===== config.mk =====
export PLATFORM = sky130hd
export DESIGN_NAME = cursor_controller_flat
export DESIGN_NICKNAME = d
export VERILOG_FILES = /design/src/rtl/cursor_controller_if.sv /design/src/rtl/cursor_controller.sv /design/src/flat_wrapper.sv
export SDC_FILE = /design/constraint.sdc
export NUM_CORES = 1
export LEC_CHECK = 0
export CAP_MARGIN = 20
export CORE_ASPECT_RATIO = 1.75
export CORE_MARGIN = 1
export CORE_UTILIZATION = 54
export DETAILED_ROUTE_END_ITERATION = 8
export GPL_TIMING_DRIVEN = 0
export PLACE_DENSITY = 0.87
export SLEW_MARGIN = 20
export SYNTH_ARGS = -nofsm -noshare
export SYNTH_HDL_FRONTEND = slang
export SYNTH_SLANG_ARGS = --single-unit

===== constraint.sdc =====
create_clock -name clk -period 4.15 [get_ports clk]
set_clock_uncertainty 0.05 [all_clocks]
set_input_delay 0.83 -clock clk [delete_from_list [all_inputs] [get_ports clk]]
set_output_delay 0.83 -clock clk [all_outputs]
set_load 0.01 [all_outputs]

===== src/rtl/cursor_controller_if.sv =====
// Bus between the cursor controller and its surroundings: raw buttons, game
// status in; cursor position and placement requests out.
interface cursor_controller_if;
   logic       btn_up;
   logic       btn_down;
   logic       btn_left;
   logic       btn_right;
   logic       btn_select;
   logic       enable;
   logic [8:0] occupied;
   logic [3:0] move;
   logic [9:0] pixel_x;
   logic [9:0] pixel_c;
   logic       place_valid;
   logic [3:0] place_cell;
   logic       place_rejected;

   modport master (
      output btn_up, btn_down, btn_left, btn_right, btn_select,
      output enable, occupied,
      input  move, pixel_x, pixel_c, place_valid, place_cell, place_rejected
   );

   modport slave (
      input  btn_up, btn_down, btn_left, btn_right, btn_select,
      input  enable, occupied,
      output move, pixel_x, pixel_c, place_valid, place_cell, place_rejected
   );
endinterface


===== src/rtl/cursor_controller.sv =====
// Button conditioning (sync, debounce, edge detect) and 3x3 cursor navigation
// with placement requests for the cursor-line overlay stage.
module cursor_controller #(
   parameter int DEBOUNCE_CYCLES = 500000
) (
   input logic                clk,
   input logic                rst,
   cursor_controller_if.slave bus
);

   localparam int NB = 5;
   localparam int CW = 20;
   localparam logic [CW-1:0] CNT_MAX = CW'(DEBOUNCE_CYCLES - 1);

   localparam int B_UP    = 0;
   localparam int B_DOWN  = 1;
   localparam int B_LEFT  = 2;
   localparam int B_RIGHT = 3;
   localparam int B_SEL   = 4;

   logic [NB-1:0] raw;
   logic [NB-1:0] sync_a;
   logic [NB-1:0] sync_b;
   logic [NB-1:0] stable;
   logic [NB-1:0] stable_q;
   logic [NB-1:0] press;
   logic [CW-1:0] count [NB];

   logic [3:0] move_q;
   logic [9:0] pixel_x_q;
   logic [9:0] pixel_c_q;
   logic       place_valid_q;
   logic       place_rejected_q;
   logic [3:0] place_cell_q;

   logic [1:0] row;
   logic [1:0] col;
   logic [1:0] next_row;
   logic [1:0] next_col;
   logic [3:0] next_move;
   logic       occ_here;
   logic       do_valid;
   logic       do_reject;

   function automatic logic [3:0] cell_of(input logic [1:0] r, input logic [1:0] c);
      return 4'(r) * 4'd3 + 4'(c);
   endfunction

   function automatic logic [9:0] x_of(input logic [1:0] c);
      case (c)
         2'd0:    return 10'd91;
         2'd1:    return 10'd305;
         default: return 10'd518;
      endcase
   endfunction

   function automatic logic [9:0] y_of(input logic [1:0] r);
      case (r)
         2'd0:    return 10'd111;
         2'd1:    return 10'd271;
         default: return 10'd434;
      endcase
   endfunction

   assign raw = {bus.btn_select, bus.btn_right, bus.btn_left, bus.btn_down, bus.btn_up};

   // Level only flips after CNT_MAX+1 consecutive disagreeing samples; any agreement restarts the count.
   always_ff @(posedge clk) begin
      if (rst) begin
         sync_a   <= '0;
         sync_b   <= '0;
         stable   <= '0;
         stable_q <= '0;
         for (int i = 0; i < NB; i++) begin
            count[i] <= '0;
         end
      end else begin
         sync_a   <= raw;
         sync_b   <= sync_a;
         stable_q <= stable;
         for (int i = 0; i < NB; i++) begin
            if (sync_b[i] == stable[i]) begin
               count[i] <= '0;
            end else if (count[i] == CNT_MAX) begin
               stable[i] <= ~stable[i];
               count[i]  <= '0;
            end else begin
               count[i] <= count[i] + 1'b1;
            end
         end
      end
   end

   assign press    = stable & ~stable_q;
   assign occ_here = |(bus.occupied & (9'd1 << move_q));
   assign row      = 2'(move_q / 4'd3);
   assign col      = 2'(move_q % 4'd3);

   // Single action per cycle, select first; lower-priority presses are simply lost.
   always_comb begin
      next_row  = row;
      next_col  = col;
      do_valid  = 1'b0;
      do_reject = 1'b0;
      if (move_q > 4'd8) begin
         next_row = 2'd1;
         next_col = 2'd1;
      end else if (bus.enable) begin
         if (press[B_SEL]) begin
            if (occ_here) begin
               do_reject = 1'b1;
            end else begin
               do_valid = 1'b1;
            end
         end else if (press[B_UP]) begin
            next_row = (row == 2'd0) ? 2'd2 : row - 2'd1;
         end else if (press[B_DOWN]) begin
            next_row = (row == 2'd2) ? 2'd0 : row + 2'd1;
         end else if (press[B_LEFT]) begin
            next_col = (col == 2'd0) ? 2'd2 : col - 2'd1;
         end else if (press[B_RIGHT]) begin
            next_col = (col == 2'd2) ? 2'd0 : col + 2'd1;
         end
      end
      next_move = cell_of(next_row, next_col);
   end

   always_ff @(posedge clk) begin
      if (rst) begin
         move_q           <= 4'd4;
         pixel_x_q        <= 10'd305;
         pixel_c_q        <= 10'd271;
         place_valid_q    <= 1'b0;
         place_rejected_q <= 1'b0;
         place_cell_q     <= 4'd0;
      end else begin
         move_q           <= next_move;
         pixel_x_q        <= x_of(next_col);
         pixel_c_q        <= y_of(next_row);
         place_valid_q    <= do_valid;
         place_rejected_q <= do_reject;
         if (do_valid) begin
            place_cell_q <= move_q;
         end
      end
   end

   assign bus.move           = move_q;
   assign bus.pixel_x        = pixel_x_q;
   assign bus.pixel_c        = pixel_c_q;
   assign bus.place_valid    = place_valid_q;
   assign bus.place_rejected = place_rejected_q;
   assign bus.place_cell     = place_cell_q;

endmodule


===== src/flat_wrapper.sv =====
// flat-port wrapper written by rule: the top's interface ports become plain ports
module cursor_controller_flat 
#(
   parameter int DEBOUNCE_CYCLES = 500000
)
  (clk, rst, bus_btn_up, bus_btn_down, bus_btn_left, bus_btn_right, bus_btn_select, bus_enable, bus_occupied, bus_move, bus_pixel_x, bus_pixel_c, bus_place_valid, bus_place_cell, bus_place_rejected);
  cursor_controller_if bus_i ();
  input logic clk;
  input logic rst;
  input wire logic [$bits(bus_i.btn_up)-1:0] bus_btn_up;
  input wire logic [$bits(bus_i.btn_down)-1:0] bus_btn_down;
  input wire logic [$bits(bus_i.btn_left)-1:0] bus_btn_left;
  input wire logic [$bits(bus_i.btn_right)-1:0] bus_btn_right;
  input wire logic [$bits(bus_i.btn_select)-1:0] bus_btn_select;
  input wire logic [$bits(bus_i.enable)-1:0] bus_enable;
  input wire logic [$bits(bus_i.occupied)-1:0] bus_occupied;
  output wire logic [$bits(bus_i.move)-1:0] bus_move;
  output wire logic [$bits(bus_i.pixel_x)-1:0] bus_pixel_x;
  output wire logic [$bits(bus_i.pixel_c)-1:0] bus_pixel_c;
  output wire logic [$bits(bus_i.place_valid)-1:0] bus_place_valid;
  output wire logic [$bits(bus_i.place_cell)-1:0] bus_place_cell;
  output wire logic [$bits(bus_i.place_rejected)-1:0] bus_place_rejected;
  assign bus_i.btn_up = bus_btn_up;
  assign bus_i.btn_down = bus_btn_down;
  assign bus_i.btn_left = bus_btn_left;
  assign bus_i.btn_right = bus_btn_right;
  assign bus_i.btn_select = bus_btn_select;
  assign bus_i.enable = bus_enable;
  assign bus_i.occupied = bus_occupied;
  assign bus_move = bus_i.move;
  assign bus_pixel_x = bus_i.pixel_x;
  assign bus_pixel_c = bus_i.pixel_c;
  assign bus_place_valid = bus_i.place_valid;
  assign bus_place_cell = bus_i.place_cell;
  assign bus_place_rejected = bus_i.place_rejected;
  cursor_controller #(.DEBOUNCE_CYCLES(DEBOUNCE_CYCLES)) u_core (.clk(clk), .rst(rst), .bus(bus_i));
endmodule

# After elaboration in Yosys (flattened, before gate mapping)
# Memories as Yosys holds them, arrays and structs flattened.
# Index checks and enable logic that the tools add are counted.
dict set report classes {
  mux 95
  reduce_logical 11
  n_mul 1
  n_addsub 10
  n_eq_ne 14
  n_lt_le_gt_ge 1
  n_bitwise 30
  shifts 1
  div_mod_pow 2
}
# op count
set op_table {}
lappend op_table {{$mux W20} 15}
lappend op_table {{$add A20 B1 Y20 const B} 5}
lappend op_table {{$eq A20 B19 Y1 const B} 5}
lappend op_table {{$mux W1} 62}
lappend op_table {{$mux W2} 16}
lappend op_table {{$pmux W10 S2} 1}
lappend op_table {{$pmux W9 S2} 1}
lappend op_table {{$or A1 B1 Y1} 15}
lappend op_table {{$not A1 Y1} 12}
lappend op_table {{$reduce_and A2 Y1} 5}
lappend op_table {{$and A9 B9 Y9} 1}
lappend op_table {{$reduce_or A9 Y1} 1}
lappend op_table {{$shl A1 B4 Y9 const A} 1}
lappend op_table {{$logic_not A2 Y1} 4}
lappend op_table {{$and A5 B5 Y5} 1}
lappend op_table {{$eq A1 B1 Y1} 5}
lappend op_table {{$not A5 Y5} 1}
lappend op_table {{$add A2 B1 Y2 const B} 2}
lappend op_table {{$add A4 B2 Y4} 1}
lappend op_table {{$div A4 B2 Y4 const B} 1}
lappend op_table {{$eq A2 B1 Y1 const B} 2}
lappend op_table {{$eq A2 B2 Y1 const B} 2}
lappend op_table {{$gt A4 B4 Y1 const B} 1}
lappend op_table {{$mod A4 B2 Y4 const B} 1}
lappend op_table {{other kinds (3)} 4}
dict set report word_totals {
  reg_bits 50
  n_memories 1
  ramBits 100
  input_bits 17
  elab_cells 180
  out_inout_bits 30
}
# name depth width rd rd_clocked_by_memory_dff write_ports line
set memory_table {}
lappend memory_table {u_core.count 5 20 5 0 5 cursor_controller.sv:27} ;# logic [CW-1:0] count [NB];

# Depth between registers and ports, before layout
# Gate-level depths: netlist of run 1.
dict set report logic_depth {
  ltp_word 12
  depth_mapped 21
  mapped_depth_nobuf 21
}

# Least setup slack after synthesis of run 1
# No wires, ideal clock.
dict set report synth_timing {
  kind {register to register}
  startpoint {register u_core.move_q[3] (netlist: u_core.bus.move[3])}
  endpoint {register u_core.move_q[2] (netlist: u_core.bus.move[2])}
  setup_ns 0.117
  arrival_ns 3.863
  stages_incl_launch_ff 22
  synth_period_minus_slack_ns 4.030
  slack_ns 0.120
  path_buffers 0
  required_ns 3.983
  path_cell_list {dfxtp_1 nand2b_1 inv_1 ha_1 inv_1 ha_1 o211ai_1 o21ai_0 ha_1 and4b_1 a21oi_4 inv_1 ha_1 a22oi_1 o22ai_1 nand2_1 ha_1 xnor2_2 ha_1 inv_1 fa_1 nand2b_1}
}
dict set report synth_between {
  elab_chain_cells 11
  elab_cells_between_ends 29
  classes_between {5 x add/sub; 1 x mul; 2 x div; 1 x order compare; 2 x eq/ne; 16 x mux; 2 x reduce/logical}
}
# item line
set synth_rtl {}
lappend synth_rtl {{start, declared} cursor_controller.sv:29} ;# logic [3:0] move_q;
lappend synth_rtl {{start signal, assigned} cursor_controller.sv:137} ;# move_q <= next_move;
lappend synth_rtl {{parallel branches: the longest is 10 deep, another holds $div A4 B2 Y4} -}
lappend synth_rtl {{$add A4 B2 Y4 *} cursor_controller.sv:46} ;# return 4'(r) * 4'd3 + 4'(c);
# Every way passes the cells marked *.
# A chain may end at the register's enable or synchronous reset.

# Worst setup path in the final report of run 1
# Ends and elaborated chain as after synthesis.

==> results.toml, run 1 <==
[layout]
layout_commonest_cell = "nor2_1"
layout-drive-gt1-share_pct = 8.00
fin_nets = 872
final_cell_mix = "nor2_1 (125), conb_1 (103), edfxtp_1 (100), xor2_1 (52), clkdlybuf4s50_1 (43)"
num_antenna_cells = 0
area_growth_pct = 24.5
final_cell_area_um2 = 8800

[floorplanning]
fp.dieW_um = 88.5
die-area_um2 = 13600
start_util_pct = 54.9
rows = 55
core_um2 = 12900
ios = 47
dieHeight_um = 153

[timing]
finalSetupTns_ns = 0
tightest_slew_ns = 0.752
period_share_pct = 95.9
hold_viol = 0
finalCriticalPeriod_ns = 3.98
slew_viol_final = 0
max_freq_mhz = 251
setup_viol = 0
finalWorstSetupSlack_ns = 0.171
relSlewSlack_pct = 49.6

[cts]
clockBufferDepth = 2
cts_root_buffer = "clkbuf_16"
clkTransAtPathRegs_ns = 0.06
cts_inserted_buffers = 17
cts.sinks = 140
htree_levels = 4
tritoncts = "yes"
clock_latency_ns = 0.42

[logic_synthesis]
yosys-top-cells-area = "edfxtp_1 (42%), dfxtp_1 (11%), nor2_1 (6.6%)"
async_flop_share_pct = 0
synth-edff-count = 100
yosys_most_used_dff = "edfxtp_1"
syn_area_um2 = 7070
syn_inst = 671
yosys.area.top_type = "edfxtp_1"
yosysWarningCount = 0
seq_area_frac_synth_pct = 53.8
ys_types = 54
avgSynthCellArea_um2 = 10.5
yosys.area.top_type_share_pct = 42.5
ys_ff_latch = 140

[worst_setup_path]
worstSetupPathType = "flip-flop to flip-flop"
cp_data_arrival_time_ns = 4.23
end_kind = "flip-flop"
path_max_fanout = 6
start_kind = "flip-flop"
required_ns = 4.40

[global_route]
grt_max_degree = 17
grt_usage_pct = 21.6
grt_pass1_vias = 5267
antenna_found_initial = 0
overflow = 0
grt_pass1_wl_um = 22600

[drt]
firstDrtPassIters = 6
wl_per_cell_um = 13.2
routed_via_density = 5.10
drc = 0
ant_nets = 0
vias = 5208
drt_iter0_drc = 257
wl_um = 13500

[placement]
gp_congestion = 0.828
port_buffers = 43
hpwl_um = 9630
postPlaceCellArea_um2 = 8090
dp_slack_ns = -0.282

[power_and_ir_drop]
total_power_uw = 4370
powerDensity_nw_per_um2 = 496
p_leak_uw = 0.00327
vdd_drop_max_uv = 359

[job]
cap_violations = 0

[run_status]
status = "finished clean"

[min_path]
hold_class = "flip-flop to flip-flop"
-- final timing paths --
| kind | start | endpoint | slack (ns) | cells past startpoint |
|---|---|---|---|---|
| worst max-delay path | u_core.bus.move[3] | u_core.bus.move[2] | 0.17 | 18 |
| worst min-delay path | u_core.sync_a[4] | u_core.sync_b[4] | 0.38 | 1 |
| worst max register to register | u_core.bus.move[3] | u_core.bus.move[2] | 0.17 | 18 |
| worst min register to register | u_core.sync_a[4] | u_core.sync_b[4] | 0.38 | 1 |
-- flip-flops by register name (all words and copies together) (netlist names) --
register and count:
u_core.count 100, u_core.bus.pixel_c 5, u_core.bus.pixel_x 5, u_core.stable 5
u_core.stable_q 5, u_core.sync_a 5, u_core.sync_b 5, u_core.bus.move 4
u_core.bus.place_cell 4, u_core.bus.place_rejected 1, u_core.bus.place_valid 1
-- metal layers --
| layer | vias to the layer above | wire (um) | track usage (%) |
|---|---|---|---|
| li1 | 2572 | - | - |
| met5 | - | 0 | 0 |
| met2 | 132 | 7220 | 37.8 |
| met4 | 0 | 377 | 10.5 |
| met1 | 2475 | 5330 | 23.5 |
| met3 | 29 | 562 | 5.62 |
-- worst max-delay path, stage by stage (launching register included) --
cell and delay, ns:
dfxtp_4 0.38, nand2b_4 0.15, inv_1 0.06, ha_1 0.17
inv_1 0.08, ha_4 0.17, o211ai_1 0.09, o21ai_1 0.16
ha_2 0.22, and4b_1 0.22, a21oi_4 0.20, mux2_4 0.34
mux2i_1 0.13, o311ai_2 0.49, ha_1 0.24, ha_1 0.14
inv_1 0.05, fa_1 0.48, nand2b_1 0.05
-- per-stage QoR --
step | std cells | hold slack, ns | util (%)
after floorplan | 772 | 0.364 | -
after global placement | 986 | 0.381 | 62.9
after detailed placement | 986 | 0.374 | 62.9
after CTS | 1019 | 0.379 | 68.1
after global routing | 1021 | 0.408 | 68.4
final | 1021 | 0.382 | 68.4
-- synthesized netlist by cell type, types with 3 or more instances --
| cell type | instances |
|---|---|
| nor4b_1 | 5 |
| a22oi_1 | 3 |
| o21ai_0 | 12 |
| and4_1 | 5 |
| ha_1 | 17 |
| nor4bb_1 | 3 |
| a21oi_1 | 11 |
| edfxtp_1 | 100 |
| nand2_1 | 37 |
| xor2_1 | 53 |
| nand2b_1 | 9 |
| or3_1 | 15 |
| nor2b_1 | 22 |
| and3_1 | 13 |
| mux2i_1 | 10 |
| nand3_1 | 36 |
| inv_1 | 20 |
| dfxtp_1 | 40 |
| and2_1 | 4 |
| nor3_1 | 15 |
| clkbuf_1 | 15 |
| xnor2_1 | 34 |
| nor4_1 | 4 |
| buf_4 | 10 |
| nor2_1 | 125 |
| nand4_1 | 20 |
| nor3b_1 | 4 |
-- logic make-up after synthesis --
logic type,after synthesis,synth area share (%)
compound gates,41,3.93
xor+xnor,88,11.0
fa+ha+maj,18,3.29
buf+inv,46,2.99
flops,140,53.8
mux,14,2.27
other cells,2,0.106
simple gates,322,22.6
-- power by group --
part	internal, uW	switching (uW)	leakage (uW)	total (uW)
Clock	1010	583	0.000308	1590
Sequential	1600	87.3	0.00136	1690
Combinational	555	536	0.00161	1090
Total	3160	1210	0.00327	4370
-- layout make-up --
cell class,instances,area (um^2)
fillers,961,4070
flip-flops and latches,140,3810
multi-input cells,586,3490
repair buffers,46,453
clock buffers,18,429
well taps,171,214
clock inverters,14,193
plain buffers,26,136
inverters,20,75.1
-- timing repair --
item	4_1_cts	5_1_grt
buffers inserted	1	2
resized for setup	7	7
endpoints found under the setup margin	2	2
hold endpoints to repair	0	0
pin swaps	1	1
hold buffers	0	0
Power figures use the tool's default switching activity.
==> run 2: changes to the inputs <==
Settings changed: CORE_UTILIZATION 54 to 55, DONT_BUFFER_PORTS from default to 1, PLACE_DENSITY 0.87 to 0.83, TNS_END_PERCENT from default to 20.
==> run 2 against run 1 <==
Against the previous run:
- clock power is 6% lower
- combinational power is 14% lower
- die area is 1.8% lower
- first-iteration DRC count is 0.78% lower
- utilization is 1.3 points lower
- fmax is 0.43% lower
- worst hold slack better by 0.018 ns
- sequential share of layout area is 2.2 points higher
- sequential cell count stayed put
- largest cell class unchanged
==> results.toml, run 2 (synthesis results as in run 1) <==
[run_status]
status = "finished clean"

[global_route]
overflow = 0
use_met2_pct = 38.8
grt.busiest_layer = "met2"
grt_use_met1_pct = 23.4
antenna_found_initial = 0
grt_pass1_vias = 5241
grt_usage_pct = 21.9
grt_pass1_wl_um = 22800
met3_usage_pct = 4.35
grt_max_degree = 17

[timing]
max_freq_mhz = 250
tightest_slew_ns = 0.797
slew_viol_final = 0
relSlewSlack_pct = 46.5
setup_viol = 0
finalWorstSetupSlack_ns = 0.154
period_share_pct = 96.3
finalCriticalPeriod_ns = 4.00
hold_viol = 0

[placement]
gp_congestion = 0.828
hpwl_um = 9600
dp_slack_ns = -0.339
port_buffers = 0

[cts]
clkTransAtPathRegs_ns = 0.06
clock_latency_ns = 0.42
cts.sinks = 140
cts_root_buffer = "clkbuf_16"
htree_levels = 4
clockBufferDepth = 2
cts_inserted_buffers = 17
tritoncts = "yes"
postCtsHoldBufs = 0

[worst_setup_path]
required_ns = 4.40
crit_path_max_incr_delay_ns = 0.48
worst_path_max_delay_cell = "fa_1"
cp_data_arrival_time_ns = 4.25
end_kind = "flip-flop"
worstSetupPathType = "flip-flop to flip-flop"
start_kind = "flip-flop"
path_max_fanout = 6
crit_path_cell_trace = "nand2b_4 > inv_1 > ha_1 > inv_1 > ha_4 > buf_4 > o21ai_2 > ha_2 > and4b_1 > a21oi_4 > inv_2 > ha_1 > a22oi_1 > o221ai_2 > ha_4 > xnor2_2 > ha_1 > inv_1 > fa_1 > nand2b_1"

[layout]
num_antenna_cells = 0
area_growth_pct = 18.6
regMostFlops = "u_core.count"
finalCoreUtilization_pct = 67.1
final_cell_mix = "nor2_1 (125), conb_1 (103), edfxtp_1 (100), xor2_1 (52), dfxtp_1 (38)"
fin_nets = 830
largest_register_ffs = 100
layout-drive-gt1-share_pct = 8.66
layout_commonest_cell = "nor2_1"

[power_and_ir_drop]
swShare_pct = 28.2
p_leak_uw = 0.00312
p_comb_share_pct = 22.6
power.internal_uw = 2990
vdd_drop_max_uv = 319
seqPwrFrac_pct = 41.3
p_sw_uw = 1180
total_power_uw = 4160
p_clk_share_pct = 36.1
powerDensity_nw_per_um2 = 497

[floorplanning]
start_util_pct = 56.6
dieHeight_um = 152
rows = 54
ios = 47
core_um2 = 12500
fp.dieW_um = 87.7
die-area_um2 = 13300

[drt]
routed_via_density = 5.22
ant_nets = 0
wl_um = 13600
wl_per_cell_um = 14.0
firstDrtPassIters = 5
vias = 5094
drc = 0
drt_iter0_drc = 255

[min_path]
hold_class = "flip-flop to flip-flop"

[job]
cap_violations = 0
run 2: what timing repair did:
item	in CTS	in global routing
pin swaps	1	1
resized for setup	9	9
endpoints found under the setup margin	3	2
setup buffers	1	3
run 2: area by class of cell:
type / count / area, um^2
inverter: 20 / 75.1
clock inverter: 7 / 43.8
multi-input combinational: 586 / 3520
tap: 168 / 210
clock buffer: 25 / 562
fill: 910 / 4110
buffer: 26 / 136
timing repair buffer: 4 / 30.0
sequential: 140 / 3810
run 2: final timing paths:
kind	startpoint	endpoint	slack, ns	cells after the start
worst max-delay path	u_core.bus.move[3]	u_core.bus.move[2]	0.15	20
worst min-delay path	u_core.sync_a[2]	u_core.sync_b[2]	0.40	1
worst max register to register	u_core.bus.move[3]	u_core.bus.move[2]	0.15	20
worst min register to register	u_core.sync_a[2]	u_core.sync_b[2]	0.40	1
run 2: metrics by stage:
stage | cell area (um^2) | setup TNS, ns | hold WS, ns | std cells
6_report | 8390 | 0 | 0.400 | 976
5_1_grt | 8390 | -0.0528 | 0.411 | 976
4_1_cts | 8310 | 0 | 0.400 | 973
3_5_place_dp | 7660 | -0.614 | 0.387 | 940
3_3_place_gp | 7660 | -0.255 | 0.378 | 940
2_1_floorplan | 7450 | 0 | 0.364 | 772
run 2: worst max-delay path: cells and delay by family (launching register included):
family	cells	cell delay, ns
AO/OA/AOI/OAI	4	0.80
XOR/XNOR	1	0.10
buffers and inverters	5	0.41
AND/OR/NAND/NOR	3	0.43
adder cells (fa/ha/maj)	7	1.71
flip-flops	1	0.37
run 2: layer usage:
metal | vias to the layer above | wire length, um
li1 | 2487 | -
met1 | 2449 | 5330
met2 | 126 | 7490
met3 | 32 | 444
met4 | 0 | 369
met5 | - | 0
run 2: power by group through the flow:
stage | combinational, uW | sequential, uW | clock, uW
floorplan | 666 | 1710 | 0
global placement | 755 | 1730 | 0
detailed placement | 796 | 1740 | 0
CTS | 859 | 1720 | 1520
global route | 1060 | 1730 | 1580
finish | 942 | 1720 | 1500
